===== src/rtl/rf_wr_arb.sv =====
// rf_wr_arb: two-requester register-file write arbiter.
//   Requester 0 (ALU) and requester 1 (load unit) each feed a one-entry
//   holding buffer. A round-robin pointer picks which full buffer drives the
//   single registered write port. The write port goes to the decoder one
//   cycle after the grant.
// Ports:
//   clk, rst_n         clock, synchronous active-low reset
//   stall              blocks new grants; buffers and pointer hold
//   v0/a0/d0/r0        requester 0 valid/addr/data/ready
//   v1/a1/d1/r1        requester 1 valid/addr/data/ready
//   wr_en/addr/data    registered write strobe, address and data
//   conflict_cnt       saturating count of unstalled cycles with both full

// One holding buffer per requester.
module rf_wr_buf #(
  parameter int DW = 16,
  parameter int AW = 4
) (
  input  logic          clk,
  input  logic          rst_n,
  input  logic          v,
  input  logic [AW-1:0] a,
  input  logic [DW-1:0] d,
  input  logic          gnt,
  output logic          r,
  output logic          bv,
  output logic [AW-1:0] ba,
  output logic [DW-1:0] bd
);
  // Ready when empty, or when the entry leaves this cycle (pass-through
  // refill). Held high during reset; the reset branch below wins.
  assign r = !rst_n || !bv || gnt;

  always_ff @(posedge clk) begin
    if (!rst_n) begin
      bv <= 1'b0;
      ba <= '0;
      bd <= '0;
    end else if (v && r) begin
      bv <= 1'b1;
      ba <= a;
      bd <= d;
    end else if (gnt) begin
      bv <= 1'b0;
    end
  end
endmodule

module rf_wr_arb #(
  parameter int DW = 16,
  parameter int AW = 4
) (
  input  logic          clk,
  input  logic          rst_n,
  input  logic          stall,
  input  logic          v0,
  input  logic [AW-1:0] a0,
  input  logic [DW-1:0] d0,
  output logic          r0,
  input  logic          v1,
  input  logic [AW-1:0] a1,
  input  logic [DW-1:0] d1,
  output logic          r1,
  output logic          wr_en,
  output logic [AW-1:0] wr_addr,
  output logic [DW-1:0] wr_data,
  output logic [7:0]    conflict_cnt
);
  localparam int NREQ = 2;

  typedef enum logic {P0 = 1'b0, P1 = 1'b1} arb_t;
  arb_t state, state_nxt;

  logic [NREQ-1:0]         vin, rdy, gnt, bv;
  logic [NREQ-1:0][AW-1:0] ain, ba;
  logic [NREQ-1:0][DW-1:0] din, bd;

  assign vin = {v1, v0};
  assign ain = {a1, a0};
  assign din = {d1, d0};
  assign r0  = rdy[0];
  assign r1  = rdy[1];

  for (genvar i = 0; i < NREQ; i++) begin : g_buf
    rf_wr_buf #(.DW(DW), .AW(AW)) u_buf (
      .clk(clk), .rst_n(rst_n),
      .v(vin[i]), .a(ain[i]), .d(din[i]),
      .gnt(gnt[i]), .r(rdy[i]),
      .bv(bv[i]), .ba(ba[i]), .bd(bd[i])
    );
  end

  // Grant: a lone full buffer wins; on contention the pointer decides.
  // The winner hands priority to the other side.
  always_comb begin
    gnt       = '0;
    state_nxt = state;
    if (!stall) begin
      case (bv)
        2'b01:   gnt = 2'b01;
        2'b10:   gnt = 2'b10;
        2'b11:   gnt = (state == P0) ? 2'b01 : 2'b10;
        default: gnt = '0;
      endcase
    end
    if (gnt[0]) state_nxt = P1;
    if (gnt[1]) state_nxt = P0;
  end

  always_ff @(posedge clk) begin
    if (!rst_n) state <= P0;
    else        state <= state_nxt;
  end

  // Write port: strobe pulses once per grant; addr/data hold between writes.
  always_ff @(posedge clk) begin
    if (!rst_n) begin
      wr_en   <= 1'b0;
      wr_addr <= '0;
      wr_data <= '0;
    end else begin
      wr_en <= |gnt;
      if (gnt[0]) begin
        wr_addr <= ba[0];
        wr_data <= bd[0];
      end else if (gnt[1]) begin
        wr_addr <= ba[1];
        wr_data <= bd[1];
      end
    end
  end

  always_ff @(posedge clk) begin
    if (!rst_n)
      conflict_cnt <= '0;
    else if ((bv == 2'b11) && !stall && (conflict_cnt != 8'hFF))
      conflict_cnt <= conflict_cnt + 8'd1;
  end
endmodule


===== config.mk =====
export PLATFORM = sky130hd
export DESIGN_NAME = rf_wr_arb
export DESIGN_NICKNAME = d
export VERILOG_FILES = /design/src/rtl/rf_wr_arb.sv
export SDC_FILE = /design/constraint.sdc
export NUM_CORES = 1
export LEC_CHECK = 0
export BUFFER_PORTS_ARGS = -buffer_cell sky130_fd_sc_hd__buf_2
export CAP_MARGIN = 20
export CORE_MARGIN = 4
export CORE_UTILIZATION = 56
export DETAILED_ROUTE_END_ITERATION = 10
export PLACE_DENSITY_LB_ADDON = 0.15
export SLEW_MARGIN = 5
export SYNTH_ARGS = -nofsm -noshare
export SYNTH_HDL_FRONTEND = slang
export SYNTH_SLANG_ARGS = --single-unit

===== constraint.sdc =====
create_clock -name clk -period 3.9 [get_ports clk]
set_input_delay 0.585 -clock clk [delete_from_list [all_inputs] [get_ports clk]]
set_output_delay 0.585 -clock clk [all_outputs]
set_load 0.02 [all_outputs]

==> summary.txt, run 1 <==
Run status
  – Status: finished, final reports clean

Critical path
  – Highest cell delay on the worst timing path: 0.50 ns
  – Crit Path Category: primary input to output port
  – Worst-path cell chain: buf_2 > buf_4 > o211ai_1 > buf_4 > buf_2
  – Slowest CP cell: buf_4
  – Reg2reg path depth: 4
  – Crit path DAT: 1.94 ns
  – Flop2flop setup slack: 2.08 ns
  – Top delay family on crit path: buffers and inverters
  – Crit end category: output port
  – Element type at the critical path start: primary input
  – Critical Path Fanout Max: 64
  – R2R Path Start: g_buf[1].u_buf.bv
  – CP required: 3.31 ns
  – Worst reg2reg path endpoint: wr_data[2]
  – Crit path buf inv count: 4

STA
  – Worst Tran Pin Value: around 0.88 ns
  – Final min period: around 2.5 ns
  – Slew Limit Fails: 0
  – Layout Skew: between 0.005 and 0.006 ns
  – Setup total negative slack: 0 ns
  – Relative slew slack: 41.2%
  – Top achievable clock speed: 397 MHz
  – Fin crit share: 64.6%
  – RSZ-0062 raised after global routing: false
  – Final hold vios: 0
  – Endpoints failing setup: 0

Drt
  – Vias: between 2k and 3k
  – First DRT Iteration DRCs: 137
  – Wirelength, routed: ~6.7 mm
  – Post-DRT Antenna Nets: 0
  – Drt pass-1 iters: 4
  – Via density: 5.49
  – Residual DRC: 0
  – Drt wl/cell: 14.4 um

Finish
  – Fillers: around 440
  – ANT cells: 0
  – Most common cell after layout, fill and taps aside: buf_2
  – Layout cells sized above 1: a little over a quarter
  – Net count, final: 439
  – Most frequent cells in the layout: buf_2 (75), dfxtp_1 (72), a21boi_0 (40), o21a_1 (40), and3_1 (31)
  – Area Overhead vs Synth: 16.9%

Die
  – Initial Utilization: 59.2%
  – Boundary pin count: 76
  – Width of the die: around 82 um
  – Num rows: 26
  – Core area: about 0.0052 mm^2
  – Die area: 0.00675 mm^2
  – Die height: 82.2 um

Job
  – Max-Cap Viols: 0

Global route
  – Total GRT Usage: 21.5%
  – Largest net degree at the start of global routing: 65
  – First-pass GRT wire length: 11.0 mm
  – Number of global-route vias before repair: ~2.3k
  – Total congestion overflow: 0
  – Initial antenna violation count: 0

Clock tree
  – Htree depth: 3
  – Post-CTS setup buffer count: 0
  – CTS Hold Bufs: 0
  – Post-CTS resize count: 0
  – TritonCTS Sinks: between 70 and 80
  – Max Root-Sink Buffers: 2
  – CTS tree: built
  – Clock root cell: clkbuf_8
  – CTS clk-pin slew, worst paths: approximately 0.070 ns
  – Worst-Skew Late Latency: 0.33 ns
  – Cts bufs inserted: 9

Yosys
  – Mapped Area: 0.00308 mm^2
  – Seq/Total Area, Yosys: 46.8%
  – Synthesized Nets: between 300 and 400
  – Yosys top cell area share: 46.8%
  – Synth warnings: 0
  – Cell taking the most area after synthesis: dfxtp_1
  – Avg Inst Size Synth: 9.28 um^2
  – Seq cells post-synth: 72
  – Synth area leaders: dfxtp_1 (47%), a21boi_0 (9.7%), o21a_1 (9.7%)
  – Post-synthesis cell count: about 330
  – Distinct cells, synth: 33

Min path
  – Hold path cells: 2
  – Hold_sp: g_buf[0].u_buf.ba[2]
  – Hold endpoint: wr_addr[2]
  – Hold WC Path Type: register to register

Placed design
  – Final GP Congestion: ~0.76
  – Hpwl dp: about 4.5 mm
  – IO buf count: between 70 and 80

Pwr
  – Maximum VDD drop: 0.294 mV
  – Leakage power: roughly 1.6 nW
  – Pwr Density: approximately 440 mW/mm^2
  – Overall Power: about 1.6 mW
[metal layers]
layer | GRT usage [%] | share of wire, % | vias to the layer above
met1 | 29.6 | 49 | 1168
met4 | 6.15 | 1.1 | 0
li1 | - | - | 1318
met5 | 0 | 0 | -
met2 | 31.7 | 43 | 71
met3 | 7.70 | 6.7 | 5
[worst max path at each step]
stage / start / to / slack, ns / cells past startpoint
after floorplan: rst_n / r1 / 2.10 / 3
after global placement: rst_n / r0 / 1.44 / 5
after detailed placement: rst_n / r0 / 1.43 / 5
after CTS: rst_n / r0 / 1.41 / 5
after global routing: rst_n / r0 / 1.31 / 5
final: rst_n / r0 / 1.38 / 5
[area by class of cell]
type	count	area (um^2)	share of cell area [%]
Clock buffer	12	145	4.03
Clock inverter	3	42.5	1.18
Timing Repair Buffer	79	405	11.3
Sequential cell	72	1440	40.0
Tap cell	70	87.6	2.43
Multi-Input combinational cell	228	1470	40.8
Inverter	3	11.3	0.313
[sequential cells by signal (all words and copies together) (netlist names)]
register / count
conflict_cnt: 8
g_buf.u_buf.ba: 8
g_buf.u_buf.bd: 32
g_buf.u_buf.bv: 2
state: 1
wr_addr: 4
wr_data: 16
wr_en: 1
[cells in the mapped netlist]
| cell | number |
|---|---|
| or3_1 | 1 |
| and2_1 | 1 |
| o21ai_0 | 3 |
| and3_1 | 31 |
| clkbuf_8 | 4 |
| clkbuf_1 | 24 |
| o21a_1 | 40 |
| inv_2 | 1 |
| o22ai_1 | 20 |
| o211ai_1 | 3 |
| and3_2 | 10 |
| nand3b_1 | 1 |
| nor3_1 | 1 |
| nor3b_1 | 1 |
| nand4_1 | 2 |
| ha_1 | 1 |
| a211o_1 | 1 |
| o31ai_1 | 2 |
| o21ai_2 | 1 |
| a21oi_1 | 23 |
| nand3_1 | 3 |
| nor2_1 | 26 |
| mux2i_1 | 2 |
| a21boi_0 | 40 |
| bufbuf_8 | 1 |
| nand2_1 | 6 |
| dfxtp_1 | 72 |
| xor2_1 | 3 |
| nand2b_1 | 2 |
| and2_2 | 1 |
| inv_1 | 2 |
| or4_1 | 2 |
| and3b_2 | 1 |
[power by group]
part / internal (mW) / leakage [nW] / switching (mW)
clock: 0.309 / 0.0925 / 0.259
sequential: 0.785 / 0.592 / 0.0272
combinational: 0.0941 / 0.930 / 0.118
total: 1.19 / 1.61 / 0.405
[kinds of logic (layout without fill, tap and decap cells)]
family | Yosys count | after routing | synth area share [%]
buffers and inverters | 32 | 97 | 5.69
DFF | 72 | 72 | 46.8
adders and majority gates | 1 | 1 | 0.406
AOI/OAI and AO/OA | 133 | 133 | 29.6
muxes | 2 | 2 | 0.650
and+or+nand+nor | 89 | 89 | 16.0
xor gates and xnor gates | 3 | 3 | 0.853
[metrics by stage]
| stage | utilization [%] | instance area [um^2] | hold WS, ns | setup WS, ns | std cells |
|---|---|---|---|---|---|
| 3_5_place_dp | 65.6 | 3410 | 0.474 | 1.43 | 452 |
| 6_report | 69.2 | 3600 | 0.491 | 1.38 | 467 |
| 3_3_place_gp | 65.6 | 3410 | 0.474 | 1.44 | 452 |
| 4_1_cts | 69.2 | 3600 | 0.498 | 1.41 | 467 |
| 5_1_grt | 69.2 | 3600 | 0.538 | 1.31 | 467 |
| 2_1_floorplan | - | 3080 | 0.453 | 2.10 | 332 |
[worst min-delay path, cell delays in order (launching register included)]
cell	delay, ns
dfxtp_1	0.32
o22ai_1	0.06
nor2_1	0.07
Power figures use the tool's default switching activity.
==> run 2: changes to the inputs <==
--- a/config.mk
+++ b/config.mk
@@ -8,7 +8,7 @@
 export BUFFER_PORTS_ARGS = -buffer_cell sky130_fd_sc_hd__buf_2
 export CAP_MARGIN = 20
 export CORE_MARGIN = 4
-export CORE_UTILIZATION = 56
+export CORE_UTILIZATION = 48
 export DETAILED_ROUTE_END_ITERATION = 10
 export PLACE_DENSITY_LB_ADDON = 0.15
 export SLEW_MARGIN = 5
==> constraint.sdc (replaced) <==
create_clock -name clk -period 2.1 [get_ports clk]
set_input_delay 0.315 -clock clk [delete_from_list [all_inputs] [get_ports clk]]
set_output_delay 0.315 -clock clk [all_outputs]
set_load 0.02 [all_outputs]
==> run 2 against run 1 <==
  * Clock skew down 0.0018 ns
  * Non-clock buffer count up 5
  * Hold slack worse by 0.18 ns
  * Routed wire length up 8.9%
  * Total power up 89%
  * Critical path type is now register to output port
==> summary.txt, run 2 (synthesis results as in run 1) <==
Clock tree
  – CTS Hold Bufs: 0 (unchanged)
  – Cts bufs inserted: 9 (unchanged)
  – Htree depth: 3 (unchanged)
  – TritonCTS Sinks: 72 (unchanged)
  – Post-CTS resize count: 1 (was 0)
  – Max Root-Sink Buffers: 2 (unchanged)
  – Post-CTS setup buffer count: 0 (unchanged)
  – CTS clk-pin slew, worst paths: 0.07 ns (about the same)
  – CTS tree: built (unchanged)
  – Worst-Skew Late Latency: 0.33 ns (about the same)
  – Clock root cell: clkbuf_8 (unchanged)

Die
  – Boundary pin count: 76 (unchanged)
  – Core area: 0.00606 mm^2 (was 0.00520 mm^2)
  – Num rows: 28 (was 26)
  – Initial Utilization: 50.8% (was 59.2%)
  – Width of the die: 88.1 um (was 82.2 um)
  – Die height: 88.1 um (was 82.2 um)
  – Die area: 0.00776 mm^2 (was 0.00675 mm^2)

Drt
  – Vias: 2588 (was 2562)
  – Wirelength, routed: 7.33 mm (was 6.73 mm)
  – Drt pass-1 iters: 5 (was 4)
  – Drt wl/cell: 15.3 um (was 14.4 um)
  – Via density: 5.41 (was 5.49)
  – Post-DRT Antenna Nets: 0 (unchanged)
  – Residual DRC: 0 (unchanged)
  – First DRT Iteration DRCs: 129 (was 137)

Job
  – Max-Cap Viols: 0 (unchanged)

Pwr
  – Pwr Density: 819 mW/mm^2 (was 442 mW/mm^2)
  – Switch share: 25.1% (was 25.4%)
  – Sequential power share: 50.2% (was 51.0%)
  – Maximum VDD drop: 0.492 mV (was 0.294 mV)
  – Leakage power: 1.65 nW (was 1.61 nW)
  – Logic pwr share: 13.6% (was 13.3%)
  – Net switching power: 0.754 mW (was 0.405 mW)
  – Int Pwr: 2.25 mW (was 1.19 mW)
  – Clk pwr share: 36.1% (was 35.7%)

Global route
  – First-pass GRT wire length: 11.7 mm (was 11.0 mm)
  – Number of global-route vias before repair: 2454 (was 2335)
  – Total congestion overflow: 0 (unchanged)
  – Largest net degree at the start of global routing: 64 (was 65)
  – Initial antenna violation count: 0 (unchanged)
  – Total GRT Usage: 19.5% (was 21.5%)

Critical path
  – Crit path DAT: 1.71 ns (was 1.94 ns)
  – Worst-path cell chain: nand2b_1 > a211o_4 > buf_4 > buf_2 (was buf_2 > buf_4 > o211ai_1 > buf_4 > buf_2)
  – R2R Path Start: state (was g_buf[1].u_buf.bv)
  – Crit end category: output port (unchanged)
  – Slowest CP cell: a211o_4 (was buf_4)
  – Highest cell delay on the worst timing path: 0.43 ns (was 0.50 ns)
  – Crit Path Category: register to output port (was primary input to output port)
  – Worst reg2reg path endpoint: g_buf[1].u_buf.bd[15] (was wr_data[2])
  – Reg2reg path depth: 5 (was 4)
  – CP required: 1.78 ns (was 3.31 ns)
  – Critical Path Fanout Max: 28 (was 64)
  – Element type at the critical path start: register (was primary input)
  – Top delay family on crit path: compound AO/OA/AOI/OAI gates (was buffers and inverters)
  – Crit path buf inv count: 2 (was 4)
  – Flop2flop setup slack: 0.41 ns (was 2.08 ns)

Min path
  – Hold endpoint: g_buf[0].u_buf.bd[1] (was wr_addr[2])
  – Hold WC Path Type: primary input to register (was register to register)
  – Hold path cells: 3 (was 2)
  – Hold_sp: d0[1] (was g_buf[0].u_buf.ba[2])

Placed design
  – Final GP Congestion: 0.815 (was 0.762)
  – Hpwl dp: 4.90 mm (was 4.52 mm)
  – IO buf count: 75 (unchanged)
  – Pre-CTS setup slack: 0.281 ns (was 1.43 ns)
  – Cells after DPL: 462 (was 452)

STA
  – Top achievable clock speed: 494 MHz
  – Final min period: 2.02 ns
  – Setup total negative slack: 0 ns (unchanged)
  – Endpoints failing setup: 0 (unchanged)
  – Fin crit share: between 90% and 100%
  – Worst Tran Pin Value: 0.631 ns (was 0.879 ns)
  – PnR worst setup slack: 0.0776 ns (was 1.38 ns)
  – Slew Limit Fails: 0 (unchanged)
  – Relative slew slack: 57.9% (was 41.2%)
  – Fin Hold WS: 0.314 ns (was 0.491 ns)
  – Layout Skew: 0.00386 ns (was 0.00564 ns)
  – Final hold vios: 0 (unchanged)

Finish
  – Area Overhead vs Synth: 19.0% (was 16.9%)
  – Reg with most FFs: g_buf.u_buf.bd (unchanged)
  – Fillers: 586 (was 443)
  – Max FFs per register: 32 (unchanged)
  – Final Non-Filler Cells: 478 (was 467)
  – Net count, final: 444 (was 439)
  – Layout cells sized above 1: 28.5% (was 27.0%)
  – Utilization after layout: 60.5% (was 69.2%)
  – Top Registers: g_buf.u_buf.bd x32, wr_data x16 (unchanged)
  – ANT cells: 0 (unchanged)
  – Most frequent cells in the layout: buf_2 (75), dfxtp_1 (71), a21boi_0 (40), o21a_1 (40), and3_1 (31) (was buf_2 (75), dfxtp_1 (72), a21boi_0 (40), o21a_1 (40), and3_1 (31))
  – Most common cell after layout, fill and taps aside: buf_2 (unchanged)

Run status
  – Status: finished, final reports clean (unchanged)
-- run 2: per-stage QoR --
stage | area [um^2] | power [mW]
detailed placement | 3460 | 1.95
CTS | 3660 | 3.04
floorplan | 3080 | 1.81
finish | 3670 | 3.01
global placement | 3460 | 1.94
global route | 3670 | 3.18
-- run 2: how the worst max path moves through the flow --
stage	start	end	slack (ns)	depth (start not counted)
2_1_floorplan	conflict_cnt[0]	conflict_cnt[7]	0.55	5
3_3_place_gp	rst_n	r1	0.31	5
3_5_place_dp	rst_n	r1	0.28	5
4_1_cts	g_buf[0].u_buf.bv	r1	0.03	4
5_1_grt	state	r1	-0.02	4
6_report	state	r1	0.08	4
-- run 2: metal layers --
metal	up-vias	share of wire (%)	global-route usage, %	wire length (um)
met5	-	0	0	0
met4	0	1.7	8.79	126
met3	13	5.5	3.57	401
met2	69	45	29.1	3300
met1	1177	48	27.6	3500
li1	1329	-	-	-
-- run 2: final cells by class --
type	instances	area, um^2	share of cell area [%]
clock buffers	13	159	4.33
clock inverters	3	40.0	1.09
inverters	3	11.3	0.307
multi-input cells	228	1480	40.3
flip-flops and latches	72	1440	39.3
well taps	75	93.8	2.56
repair buffers	84	443	12.1
-- run 2: worst min-delay path, stage by stage --
cell and delay [ns]:
buf_2 0.07, and3_1 0.13, o21a_1 0.11
-- run 2: power groups by stage --
| stage | Clock (mW) | Sequential [mW] | Combinational [mW] |
|---|---|---|---|
| 2_1_floorplan | 0 | 1.58 | 0.233 |
| 3_3_place_gp | 0 | 1.54 | 0.401 |
| 3_5_place_dp | 0 | 1.54 | 0.410 |
| 4_1_cts | 1.12 | 1.51 | 0.411 |
| 5_1_grt | 1.21 | 1.52 | 0.452 |
| 6_report | 1.09 | 1.51 | 0.410 |
==> run 3: changes to the inputs <==
--- a/config.mk
+++ b/config.mk
@@ -8,10 +8,11 @@
 export BUFFER_PORTS_ARGS = -buffer_cell sky130_fd_sc_hd__buf_2
 export CAP_MARGIN = 20
 export CORE_MARGIN = 4
-export CORE_UTILIZATION = 48
+export CORE_UTILIZATION = 47
 export DETAILED_ROUTE_END_ITERATION = 10
 export PLACE_DENSITY_LB_ADDON = 0.15
 export SLEW_MARGIN = 5
 export SYNTH_ARGS = -nofsm -noshare
 export SYNTH_HDL_FRONTEND = slang
+export SYNTH_HIERARCHICAL = 1
 export SYNTH_SLANG_ARGS = --single-unit
==> run 3 against run 2 <==
  * Total power fell by 1.2%
  * Synthesized cell count down 1.5%
  * First-iteration DRC count decreased by 51%
  * Cell count increased by 1.0%
  * Setup slack gained 0.21 ns
  * Sequential power shrank 3%
  * Global-route usage shrank 2.1 points
  * Routed wire length fell by 13%
  * Clock skew rose by 0.0047 ns
  * Critical path type unchanged
  * Critical endpoint is now r0
  * Highest routed layer unchanged
==> summary.txt, run 3 <==
Yosys
  – Most frequent cell after synthesis: nand2_1 (was dfxtp_1)
  – Mapped Area: 0.00303 mm^2 (was 0.00308 mm^2)
  – Distinct cells, synth: 33 (unchanged)
  – Synth warnings: 6 (was 0)
  – Seq/Total Area, Yosys: 47.6% (was 46.8%)
  – Commonest cells post-synth: nand2_1 (106), dfxtp_1 (72), mux2i_1 (61), o21ai_0 (22), buf_2 (12) (was dfxtp_1 (72), a21boi_0 (40), o21a_1 (40), and3_1 (31), nor2_1 (26))
  – Post-synthesis cell count: 327 (was 332)
  – Cell taking the most area after synthesis: dfxtp_1 (unchanged)
  – Synthesized Nets: 373 (was 378)
  – Top FF cell, synth: dfxtp_1 (unchanged)
  – Synth area leaders: dfxtp_1 (48%), mux2i_1 (20%), nand2_1 (13%) (was dfxtp_1 (47%), a21boi_0 (9.7%), o21a_1 (9.7%))
  – Avg Inst Size Synth: 9.25 um^2 (was 9.28 um^2)
  – Yosys top cell area share: 47.6% (was 46.8%)
  – FFs w/ async S/R, synth: 0% (unchanged)
  – Seq cells post-synth: 72 (unchanged)
  – EDFF count, synth: 0 (unchanged)

STA
  – Endpoints failing setup: 0 (unchanged)
  – Final min period: 1.81 ns (was 2.02 ns)
  – Fin crit share: 86.1% (was 96.3%)
  – Setup total negative slack: 0 ns (unchanged)
  – Layout Skew: 0.00853 ns (was 0.00386 ns)
  – Top achievable clock speed: 553 MHz (was 494 MHz)
  – RSZ-0062 raised after global routing: false
  – Final hold vios: 0 (unchanged)
  – Slew Limit Fails: 0 (unchanged)
  – Worst Tran Pin Value: 0.577 ns (was 0.631 ns)
  – Relative slew slack: 61.5% (was 57.9%)

Finish
  – Utilization after layout: 60.2% (was 60.5%)
  – Top Registers: g_buf.u_buf/bd x32, wr_data x16 (was g_buf.u_buf.bd x32, wr_data x16)
  – Most common cell after layout, fill and taps aside: nand2_1 (was buf_2)
  – Area Overhead vs Synth: 21.2% (was 19.0%)
  – ANT cells: 0 (unchanged)
  – Max FFs per register: 32 (unchanged)
  – Most frequent cells in the layout: nand2_1 (106), buf_2 (75), dfxtp_1 (72), mux2i_1 (61), o21ai_0 (22) (was buf_2 (75), dfxtp_1 (71), a21boi_0 (40), o21a_1 (40), and3_1 (31))
  – Net count, final: 449 (was 444)
  – Layout cells sized above 1: 26.5% (was 28.5%)
  – Reg with most FFs: g_buf.u_buf/bd (was g_buf.u_buf.bd)
  – Final instance area: 0.00367 mm^2 (unchanged)

Pwr
  – Pwr Density: 809 mW/mm^2 (was 819 mW/mm^2)
  – Maximum VDD drop: 0.403 mV (was 0.492 mV)
  – Net switching power: 0.709 mW (was 0.754 mW)
  – Clk pwr share: 39.6% (was 36.1%)
  – Switch share: 23.9% (was 25.1%)
  – Logic pwr share: 10.8% (was 13.6%)
  – Leakage power: 1.77 nW (was 1.65 nW)
  – Overall Power: 2.97 mW (was 3.01 mW)
  – Int Pwr: 2.26 mW (was 2.25 mW)
  – Sequential power share: 49.6% (was 50.2%)

Placed design
  – Hpwl dp: 4.43 mm (was 4.90 mm)
  – Final GP Congestion: 0.787 (was 0.815)
  – Area post-placement: 0.00345 mm^2 (was 0.00346 mm^2)
  – IO buf count: 75 (unchanged)

Drt
  – Drt wl/cell: 13.2 um (was 15.3 um)
  – Wirelength, routed: 6.38 mm (was 7.33 mm)
  – First DRT Iteration DRCs: 63 (was 129)
  – Vias: 2395 (was 2588)
  – Residual DRC: 0 (unchanged)
  – Via density: 4.96 (was 5.41)
  – Drt pass-1 iters: 4 (was 5)
  – Post-DRT Antenna Nets: 0 (unchanged)

Global route
  – Initial antenna violation count: 0 (unchanged)
  – Total GRT Usage: 17.5% (was 19.5%)
  – First-pass GRT wire length: 10.4 mm (was 11.7 mm)
  – Largest net degree at the start of global routing: 60 (was 64)
  – Number of global-route vias before repair: 2224 (was 2454)
  – Total congestion overflow: 0 (unchanged)

Clock tree
  – Cts bufs inserted: 9 (unchanged)
  – Worst-Skew Late Latency: 0.34 ns (was 0.33 ns)
  – Post-CTS setup buffer count: 0 (unchanged)
  – TritonCTS Sinks: 72 (unchanged)
  – CTS Hold Bufs: 0 (unchanged)
  – Post-CTS resize count: 0 (was 1)
  – Clock root cell: clkbuf_8 (unchanged)
  – CTS clk-pin slew, worst paths: 0.07 ns (about the same)
  – Max Root-Sink Buffers: 2 (unchanged)
  – Htree depth: 3 (unchanged)
  – CTS tree: built (unchanged)

Critical path
  – Critical Path Fanout Max: 6 (was 28)
  – Element type at the critical path start: register (unchanged)
  – Crit path DAT: 1.49 ns (was 1.71 ns)
  – CP required: 1.78 ns (about the same)
  – Crit end category: output port (unchanged)
  – Crit Path Category: register to output port (unchanged)

Die
  – Core area: 0.00610 mm^2 (was 0.00606 mm^2)
  – Num rows: 28 (unchanged)
  – Boundary pin count: 76 (unchanged)
  – Initial Utilization: 49.6% (was 50.8%)
  – Die height: 88.2 um (was 88.1 um)
  – Width of the die: 88.2 um (was 88.1 um)
  – Die area: 0.00778 mm^2 (was 0.00776 mm^2)

Run status
  – Status: finished, final reports clean (unchanged)

Min path
  – Hold WC Path Type: primary input to register (unchanged)

Job
  – Max-Cap Viols: 0 (unchanged)
-- run 3: critical path, stage by stage, from the launching register on --
cell,delay (ns)
dfxtp_1,0.45
nand2_1,0.09
nand2_1,0.10
inv_1,0.07
nor2b_4,0.15
nand2_1,0.09
buf_2,0.20
-- run 3: path summary, 6_finish.rpt --
kind / from / end / slack (ns) / depth (start not counted)
max reg2reg: conflict_cnt[0] / conflict_cnt[5] / 0.39 / 5
min: v0 / g_buf[0].u_buf/bv / 0.21 / 2
max: g_buf[1].u_buf/bv / r0 / 0.29 / 6
min reg2reg: wr_data[13] / wr_data[13] / 0.45 / 2
-- run 3: cells by family after synthesis --
family          count (synthesis)  share of synthesized area [%]
compound gates                 33                           6.41
simple gates                  131                           19.6
fa+ha+maj                       1                          0.413
buf+inv                        25                           4.59
flops                          72                           47.6
xor+xnor                        4                           1.16
mux                            61                           20.2
-- run 3: routing by layer --
metal  part of all wire [%]  up-vias  global-route usage (%)
met5                      0        -                       0
met4                    1.9        0                    7.83
met3                    6.2       10                    4.10
met2                     44       64                    26.2
met1                     48     1085                    24.1
li1                       -     1236                       -
-- run 3: layout make-up --
type | instances | area [um^2]
sequential | 72 | 1440
fill | 570 | 2430
clock buffer | 14 | 183
clock inverter | 2 | 35.0
inverter | 5 | 18.8
multi-input combinational | 230 | 1450
tap | 75 | 93.8
timing repair buffer | 85 | 450
-- run 3: through the flow --
step                      worst slack (ns)  std cells  hold slack (ns)
final                                0.292        483            0.209
after global routing                 0.153        483            0.207
after CTS                            0.275        483            0.202
after detailed placement             0.407        467            0.439
after global placement               0.427        467            0.432
after floorplan                      0.372        327            0.434
-- run 3: power groups by stage --
| stage | combinational, mW | sequential [mW] | clock [mW] |
|---|---|---|---|
| 2_1_floorplan | 0.211 | 1.51 | 0 |
| 3_3_place_gp | 0.318 | 1.50 | 0 |
| 3_5_place_dp | 0.324 | 1.50 | 0 |
| 4_1_cts | 0.326 | 1.47 | 1.19 |
| 5_1_grt | 0.357 | 1.48 | 1.26 |
| 6_report | 0.321 | 1.47 | 1.18 |
